[src/rtl/ita_step_sequencer.sv]
// ita_step_sequencer: walks one ITA layer invocation through its compute steps,
// heads and tiles, and presents each (step, head, tile) descriptor over a
// valid/ready handshake. The layer type, head count and tile counts are
// captured when a sequence starts.
module ita_step_sequencer #(
  parameter  int unsigned H         = 4,
  parameter  int unsigned TileWidth = 32,
  localparam int unsigned HeadCntW  = (H + 1 > 1) ? $clog2(H + 1) : 1,
  localparam int unsigned HeadW     = (H > 1) ? $clog2(H) : 1
) (
  input  logic                 clk_i,
  input  logic                 rst_ni,
  input  logic                 start_i,
  input  logic                 clear_i,
  input  logic                 layer_i,
  input  logic [HeadCntW-1:0]  n_heads_i,
  input  logic [TileWidth-1:0] lin_tiles_i,
  input  logic [TileWidth-1:0] attn_tiles_i,
  output logic                 tile_valid_o,
  input  logic                 tile_ready_i,
  output logic [2:0]           step_o,
  output logic [HeadW-1:0]     head_o,
  output logic [TileWidth-1:0] tile_o,
  output logic [2:0]           requant_idx_o,
  output logic                 last_tile_o,
  output logic                 busy_o,
  output logic                 done_o,
  output logic                 cfg_err_o
);

  typedef enum logic {
    IDLE = 1'b0,
    RUN  = 1'b1
  } state_e;

  typedef enum logic [2:0] {
    STEP_IDLE = 3'd0,
    STEP_Q    = 3'd1,
    STEP_K    = 3'd2,
    STEP_V    = 3'd3,
    STEP_QK   = 3'd4,
    STEP_AV   = 3'd5,
    STEP_OW   = 3'd6,
    STEP_FF   = 3'd7
  } step_e;

  typedef enum logic {
    LAYER_ATTN = 1'b0,
    LAYER_FF   = 1'b1
  } layer_e;

  // A start is legal when every count the chosen layer uses is nonzero and
  // the head count fits the instantiated maximum.
  function automatic logic cfg_legal(
    input logic                 layer,
    input logic [HeadCntW-1:0]  n_heads,
    input logic [TileWidth-1:0] lin_tiles,
    input logic [TileWidth-1:0] attn_tiles
  );
    logic ok;
    ok = (lin_tiles != '0);
    if (layer == LAYER_ATTN) begin
      ok = ok && (attn_tiles != '0) && (n_heads != '0) &&
           (n_heads <= HeadCntW'(H));
    end
    return ok;
  endfunction

  // Attention step order within one head; OW wraps back to Q on the next head.
  function automatic step_e next_attn_step(input step_e s);
    step_e n;
    case (s)
      STEP_Q:  n = STEP_K;
      STEP_K:  n = STEP_V;
      STEP_V:  n = STEP_QK;
      STEP_QK: n = STEP_AV;
      STEP_AV: n = STEP_OW;
      default: n = STEP_Q;
    endcase
    return n;
  endfunction

  state_e               state_q;
  step_e                step_q;
  layer_e               layer_q;
  logic [TileWidth-1:0] lin_q;
  logic [TileWidth-1:0] attn_q;
  logic [HeadCntW-1:0]  n_heads_q;
  logic [HeadW-1:0]     head_q;
  logic [TileWidth-1:0] tile_q;
  logic [2:0]           requant_q;
  logic                 valid_q;
  logic                 busy_q;
  logic                 done_q;
  logic                 cfg_err_q;

  logic [TileWidth-1:0] step_cnt;
  logic                 at_last_tile;
  logic                 at_last_head;
  logic                 handshake;
  logic                 seq_end;
  logic                 start_ok;
  logic                 start_bad;
  logic                 legal;

  // Decode of the registered state: current step length, boundaries, start checks.
  always_comb begin
    step_cnt     = ((step_q == STEP_QK) || (step_q == STEP_AV)) ? attn_q : lin_q;
    at_last_tile = (tile_q == step_cnt - TileWidth'(1));
    at_last_head = (HeadCntW'(head_q) == n_heads_q - HeadCntW'(1));
    handshake    = valid_q & tile_ready_i;
    // The final descriptor is the last tile of FF pass 2, or of OW on the last head.
    seq_end      = handshake & at_last_tile &
                   (((layer_q == LAYER_FF) && (requant_q == 3'd1)) ||
                    ((layer_q == LAYER_ATTN) && (step_q == STEP_OW) && at_last_head));
    legal        = cfg_legal(layer_i, n_heads_i, lin_tiles_i, attn_tiles_i);
    // A soft abort outranks a start arriving in the same cycle.
    start_ok     = (state_q == IDLE) & start_i & ~clear_i & legal;
    start_bad    = (state_q == IDLE) & start_i & ~clear_i & ~legal;
  end

  // Configuration capture at start; held untouched for the whole sequence.
  always_ff @(posedge clk_i) begin
    if (start_ok) begin
      layer_q   <= layer_e'(layer_i);
      lin_q     <= lin_tiles_i;
      attn_q    <= attn_tiles_i;
      n_heads_q <= n_heads_i;
    end
  end

  // Sequencer FSM: IDLE waits for a legal start, RUN advances on each handshake.
  always_ff @(posedge clk_i) begin
    if (!rst_ni) begin
      state_q   <= IDLE;
      step_q    <= STEP_IDLE;
      head_q    <= '0;
      tile_q    <= '0;
      requant_q <= 3'd0;
      valid_q   <= 1'b0;
      busy_q    <= 1'b0;
      done_q    <= 1'b0;
      cfg_err_q <= 1'b0;
    end else begin
      done_q    <= 1'b0;
      cfg_err_q <= 1'b0;
      case (state_q)
        IDLE: begin
          if (start_ok) begin
            state_q   <= RUN;
            valid_q   <= 1'b1;
            busy_q    <= 1'b1;
            step_q    <= layer_i ? STEP_FF : STEP_Q;
            head_q    <= '0;
            tile_q    <= '0;
            requant_q <= 3'd0;
          end else if (start_bad) begin
            cfg_err_q <= 1'b1;
          end
        end
        RUN: begin
          if (clear_i || seq_end) begin
            state_q   <= IDLE;
            valid_q   <= 1'b0;
            busy_q    <= 1'b0;
            step_q    <= STEP_IDLE;
            head_q    <= '0;
            tile_q    <= '0;
            requant_q <= 3'd0;
            done_q    <= ~clear_i;
          end else if (handshake) begin
            if (!at_last_tile) begin
              tile_q <= tile_q + TileWidth'(1);
            end else begin
              tile_q <= '0;
              if (layer_q == LAYER_FF) begin
                requant_q <= 3'd1;
              end else if (step_q == STEP_OW) begin
                head_q    <= head_q + HeadW'(1);
                step_q    <= STEP_Q;
                requant_q <= 3'd0;
              end else begin
                step_q    <= next_attn_step(step_q);
                requant_q <= requant_q + 3'd1;
              end
            end
          end
        end
        default: state_q <= IDLE;
      endcase
    end
  end

  assign tile_valid_o  = valid_q;
  assign step_o        = step_q;
  assign head_o        = head_q;
  assign tile_o        = tile_q;
  assign requant_idx_o = requant_q;
  assign busy_o        = busy_q;
  assign done_o        = done_q;
  assign cfg_err_o     = cfg_err_q;
  // Only meaningful while a descriptor is presented; low in IDLE.
  assign last_tile_o   = valid_q & at_last_tile;

endmodule

[config.mk]
export PLATFORM = sky130hd
export DESIGN_NAME = ita_step_sequencer
export DESIGN_NICKNAME = d
export VERILOG_FILES = /design/src/rtl/ita_step_sequencer.sv
export SDC_FILE = /design/constraint.sdc
export NUM_CORES = 1
export LEC_CHECK = 0
export ABC_CLOCK_PERIOD_IN_PS = 10400
export BUFFER_PORTS_ARGS = -buffer_cell sky130_fd_sc_hd__buf_2
export CAP_MARGIN = 20
export CORE_MARGIN = 2
export CORE_UTILIZATION = 56
export CTS_CLUSTER_SIZE = 24
export DETAILED_ROUTE_END_ITERATION = 8
export PLACE_DENSITY = 0.8
export SLEW_MARGIN = 40
export SYNTH_ARGS = -nofsm -noshare
export SYNTH_HDL_FRONTEND = slang
export SYNTH_SLANG_ARGS = --single-unit
[constraint.sdc]
create_clock -name clk_i -period 10.4 [get_ports clk_i]
set_input_delay 2.08 -clock clk_i [delete_from_list [all_inputs] [get_ports clk_i]]
set_output_delay 2.08 -clock clk_i [all_outputs]
set_load 0.1 [all_outputs]
# ---- Word-level counts from Yosys, hierarchy flattened
# Cells that the tools add are included.
dict set report op_classes {
  n_reduce_logical 19
  n_bitwise 13
  n_eq_ne 15
  n_mul 0
  div 0
  magnitude_cmp 1
  addsub 5
  n_mux 37
  n_shift 0
}
# op count
set ops {}
lappend ops {{32-bit 2-to-1 mux} 5}
lappend ops {{32-bit case mux with 2 select lines} 1}
lappend ops {{32-bit nonzero test} 2}
lappend ops {{3-bit 2-to-1 mux} 13}
lappend ops {{32-bit by 1-bit adder with 32-bit output (second input constant)} 1}
lappend ops {{32-bit == test} 1}
lappend ops {{32-bit by 1-bit subtractor with 32-bit output (second input constant)} 1}
lappend ops {{3-bit case mux with 5 select lines} 1}
lappend ops {{2-bit 2-to-1 mux} 6}
lappend ops {{3-bit case mux with 2 select lines} 2}
lappend ops {{3-bit == test (second input constant)} 3}
lappend ops {{3-bit by 1-bit inequality test with 1-bit output (second input constant)} 3}
lappend ops {{1-bit AND} 8}
lappend ops {{3-bit by 1-bit == test with 1-bit output (second input constant)} 2}
lappend ops {{3-bit by 2-bit == test with 1-bit output (second input constant)} 2}
lappend ops {{1-bit logical AND} 6}
lappend ops {{1-bit 2-to-1 mux} 6}
lappend ops {{3-bit AND reduction} 2}
lappend ops {{1-bit NOT} 5}
lappend ops {{5-bit AND reduction} 1}
lappend ops {{1-bit case mux with 2 select lines} 2}
lappend ops {{2-bit case mux with 2 select lines} 1}
lappend ops {{2-bit AND reduction} 2}
lappend ops {{4-bit AND reduction} 1}
lappend ops {{11 further kinds} 13}
dict set report word_totals {
  inputBits 73
  latchBits 0
  out_inout_bits 45
  mem_count 0
  elab_cells 102
  mem_bits_rw 0
  mem_bits_ro 0
  register_bits 112
}

# ---- Logic depth before layout (Yosys ltp)
dict set report logic_depth {
  depth_word 10
  ltp_mapped 20
  ltp_nobuf 13
}

# ---- Least setup slack after synthesis
# Ideal clock, no wire load.
dict set report synth_path {
  path_type {register -> output}
  startpoint {register step_q[2] (netlist: step_o[2])}
  endpoint {output port last_tile_o}
  path_buffers 5
  slack_ps 508
  required_ps 8320
  t_arrival_ps 7812
  stages_incl_launch_ff 16
  path_cell_list {dfxtp_1 -> ha_1 -> buf_4 -> buf_2 -> buf_2 -> buf_2 -> buf_2 -> mux2i_1 -> ha_1 -> or4b_1 -> a222oi_1 -> nand2_1 -> xnor2_1 -> nor4_1 -> nand4_1 -> nor4b_1}
}
dict set report synth_via {
  elab_chain_len 6
  word_cells_on_any_way 7
  cone_classes {1 x add/sub; 3 x eq/ne; 1 x mux; 1 x bitwise; 1 x reduce/logical}
}
# element line
set synth_rtl {}
lappend synth_rtl {{start, declared} 84} ;# step_e step_q;
lappend synth_rtl {{start signal, assigned} 153} ;# step_q <= layer_i ? STEP_FF : STEP_Q;
lappend synth_rtl {{start signal, assigned} 183} ;# step_q <= next_attn_step(step_q);
lappend synth_rtl {{3-bit == test} 108} ;# step_cnt = ((step_q == STEP_QK) || (step_q == STEP_AV)) ? attn_q : lin_q;
lappend synth_rtl {{1-bit logical OR (*)} 108}
lappend synth_rtl {{32-bit 2-to-1 mux (*)} 108}
lappend synth_rtl {{32-bit by 1-bit subtractor with 32-bit output (*)} 109} ;# at_last_tile = (tile_q == step_cnt - TileWidth'(1));
lappend synth_rtl {{32-bit == test (*)} 109}
lappend synth_rtl {{1-bit AND (*)} 203} ;# assign last_tile_o = valid_q & at_last_tile;
lappend synth_rtl {{end, declared} 25} ;# output logic last_tile_o,
# Mark *: on every way between the ends. The rest lies on a longest branch, timed or not.

# ---- Final worst setup path
# Ends and elaborated chain as after synthesis.

==> results.cfg <==
[status]
status = finished clean

[drt]
drc_errors = 0
dr_wl_met2_mm = 7.356
via_per_inst = 6.138
wl_met1_mm = 7.154
drt_iter0_drc = 453
dr.pass1.iters = 5
wl_met3_mm = 1.130
drtAntennaViolNets = 0
finalWirelength_mm = 15.97
routedWlPerCell_um = 18.10
vias = 5414
highest_layer = met4

[worst_setup_path]
crit_type = reg -> out
crit_slowest_cell = a222oi_1
crit_top_cell = buf_2
crit_buf_inv = 3
cp_top_family = simple AND/OR/NAND/NOR gates
endpoint_kind = output port
crit_chain = ha_2 -> buf_6 -> mux2i_1 -> ha_1 -> or4b_1 -> a222oi_1 -> buf_2 -> nand2_1 -> xnor2_1 -> nor4_1 -> nand4_1 -> nor4b_1 -> buf_2
crit_required_ps = 8320
critPathMaxFanout = 86
arrival_ps = 5370
start_kind = flip-flop
critical_path.max_stage_delay_ps = 560

[global_routing]
grt_max_degree = 87
track_usage_pct = 26.03
grt_pass1_wl_mm = 25.91
grt_pass1_vias = 5165
grt_antenna_before_repair = 1
grt_overflow = 0

[floorplan]
die_height_um = 110.6
fp.dieArea_sq_mm = 0.01223
core_area_sq_mm = 0.01098
dieWidth_um = 110.6
std_cell_rows = 38
start_util_pct = 57.92
io_pins = 118

[logic_synthesis]
synth.distinct_cells = 61
synth_edf_count = 68
yosys_most_used_dff = edfxtp_1
synth_area_sq_mm = 0.006361
synthCells = 627
yosysWarnings = 0
synth_area_leaders = edfxtp_1 (32%), dfxtp_1 (14%), xnor2_1 (8.9%)
yosysSeqAreaShare_pct = 45.95
synthArstFlopShare_pct = 0
syn-num-nets = 706
ys_seq_elements = 112
synth_top_area_share_pct = 32.10
synth_area_per_cell_sq_um = 10.15
synth_area_leader_cell = edfxtp_1

[cells_and_area]
area.growth.synth_to_final_pct = 15.17
final_cell_mix = buf_2 (118), edfxtp_1 (68), xnor2_1 (65)
diodes = 0
drive_gt1_share_pct = 19.81
multi_input_area_sq_mm = 0.003232
register_area_sq_mm = 0.002923
nNetsFinal = 816
final_util_pct = 66.70
mostFrequentLayoutCell = buf_2
filler_cell_count = 872

[cts]
cts_made_buffers = 9
path_clk_slew_ps = 70
cts_num_sinks = 112
htreeDepth = 3
ctsResizeCount = 0
root_buffer = clkbuf_16
cts_tree = done
cts_hold_buf = 0
postCtsSetupRepairBufs = 0
clockBufferDepth = 2
clk_latency_ps = 350

[sta]
min_period_ps = 7454
period_share_pct = 71.67
rsz0062_at_grt = false
tns_ps = 0
slew_violations = 0
fmax_mhz = 134.2
slew_headroom_pct = 40.14
finalHoldViolations = 0
finalClockSkew_ps = 7.688
finalSetupViolations = 0
worst_slew_pin_slew_ps = 897.0

[power]
worst_ir_drop_vdd_v = 0.00008408
p_per_area_mw_per_mm2 = 133.4
leakage_nw = 2.499

[placement]
io_buffer_count = 117
dpl.hpwl_mm = 12.34
place.gp.congestion = 0.9211

[worst_hold_path]
hp-class = reg -> reg

[flow_run]
max_cap_violations = 0
## path summary, 6_finish.rpt
kind | depth (start not counted) | end | startpoint | slack [ps]
max | 13 | last_tile_o | step_o[2]$_SDFFE_PN0P_ | 2950
min | 2 | requant_idx_o[1]$_SDFFE_PN0P_ | requant_idx_o[1]$_SDFFE_PN0P_ | 520
max reg2reg | 15 | tile_o[29]$_SDFFE_PN0P_ | step_o[2]$_SDFFE_PN0P_ | 4720
min reg2reg | 2 | requant_idx_o[1]$_SDFFE_PN0P_ | requant_idx_o[1]$_SDFFE_PN0P_ | 520
## cells by family (layout without fill, tap and decap cells)
logic type / Yosys count / count (layout) / share of synthesized area (%)
simple gates: 263 / 263 / 23.31
flops: 112 / 112 / 45.95
compound gates: 85 / 85 / 9.186
xor+xnor: 82 / 82 / 11.51
buf+inv: 44 / 159 / 3.363
mux: 35 / 35 / 5.508
fa+ha+maj: 6 / 6 / 1.180
## cell usage after synthesis (all sizes together), types with 16 or more instances
cell    number
a21oi       18
nor3        59
nor2        47
nor4        26
mux2i       35
xor2        16
nand4       17
xnor2       65
inv         20
nand2       24
edfxtp      68
dfxtp       44
nand3       19
## flip-flops by register name, summed over array words and instances, names as in the netlist
name           cells
attn_q            32
head_o             2
requant_idx_o      3
tile_o            32
state_q            1
done_o             1
busy_o             1
lin_q             32
cfg_err_o          1
layer_q            1
step_o             3
n_heads_q          3
## through the flow
| step | worst slack, ps | area (sq um) | power (mW) | hold WS (ps) | instances |
|---|---|---|---|---|---|
| 3_3_place_gp | 3181 | 7020 | 0.6541 | 478.5 | 864 |
| 6_report | 2946 | 7326 | 0.9771 | 524.3 | 882 |
| 3_5_place_dp | 3264 | 7037 | 0.6588 | 516.2 | 866 |
| 5_1_grt | 2516 | 7326 | 1.020 | 546.2 | 882 |
| 4_1_cts | 2892 | 7318 | 0.9789 | 529.2 | 882 |
| 2_1_floorplan | 508.2 | 6361 | 0.6204 | 625.8 | 627 |
## routing by layer
metal  up-vias  global-route usage, %
met4         0                  8.750
met1      2551                  37.03
met2       231                  40.90
met5         -                      0
li1       2603                      -
met3        29                  3.952
## power breakdown
part	internal [mW]	leakage, nW	switching (mW)
Combinational	0.0546	1.38	0.0956
Sequential	0.487	0.985	0.0136
Clock	0.165	0.132	0.161
Total	0.707	2.50	0.270
## worst reg2reg max path, cell delays in order (launching register included)
cell and delay [ps]:
dfxtp_1 480, ha_2 250, buf_6 510, mux2i_1 450, ha_1 300, or4b_1 470
a222oi_1 560, buf_2 280, nand4_1 130, o21a_1 210, a211o_1 270, a211o_1 280
nor3_2 370, o21a_1 500, buf_4 380, nor3_1 110
## area by class of cell
type | instances | area share (%)
clock inverter | 7 | 0.7686
clock buffer | 9 | 3.074
tap | 140 | 2.391
timing repair buffer | 123 | 8.728
inverter | 20 | 1.025
sequential | 112 | 39.90
multi-input combinational | 471 | 44.12
Note: power is estimated with default switching activity, not from simulation.
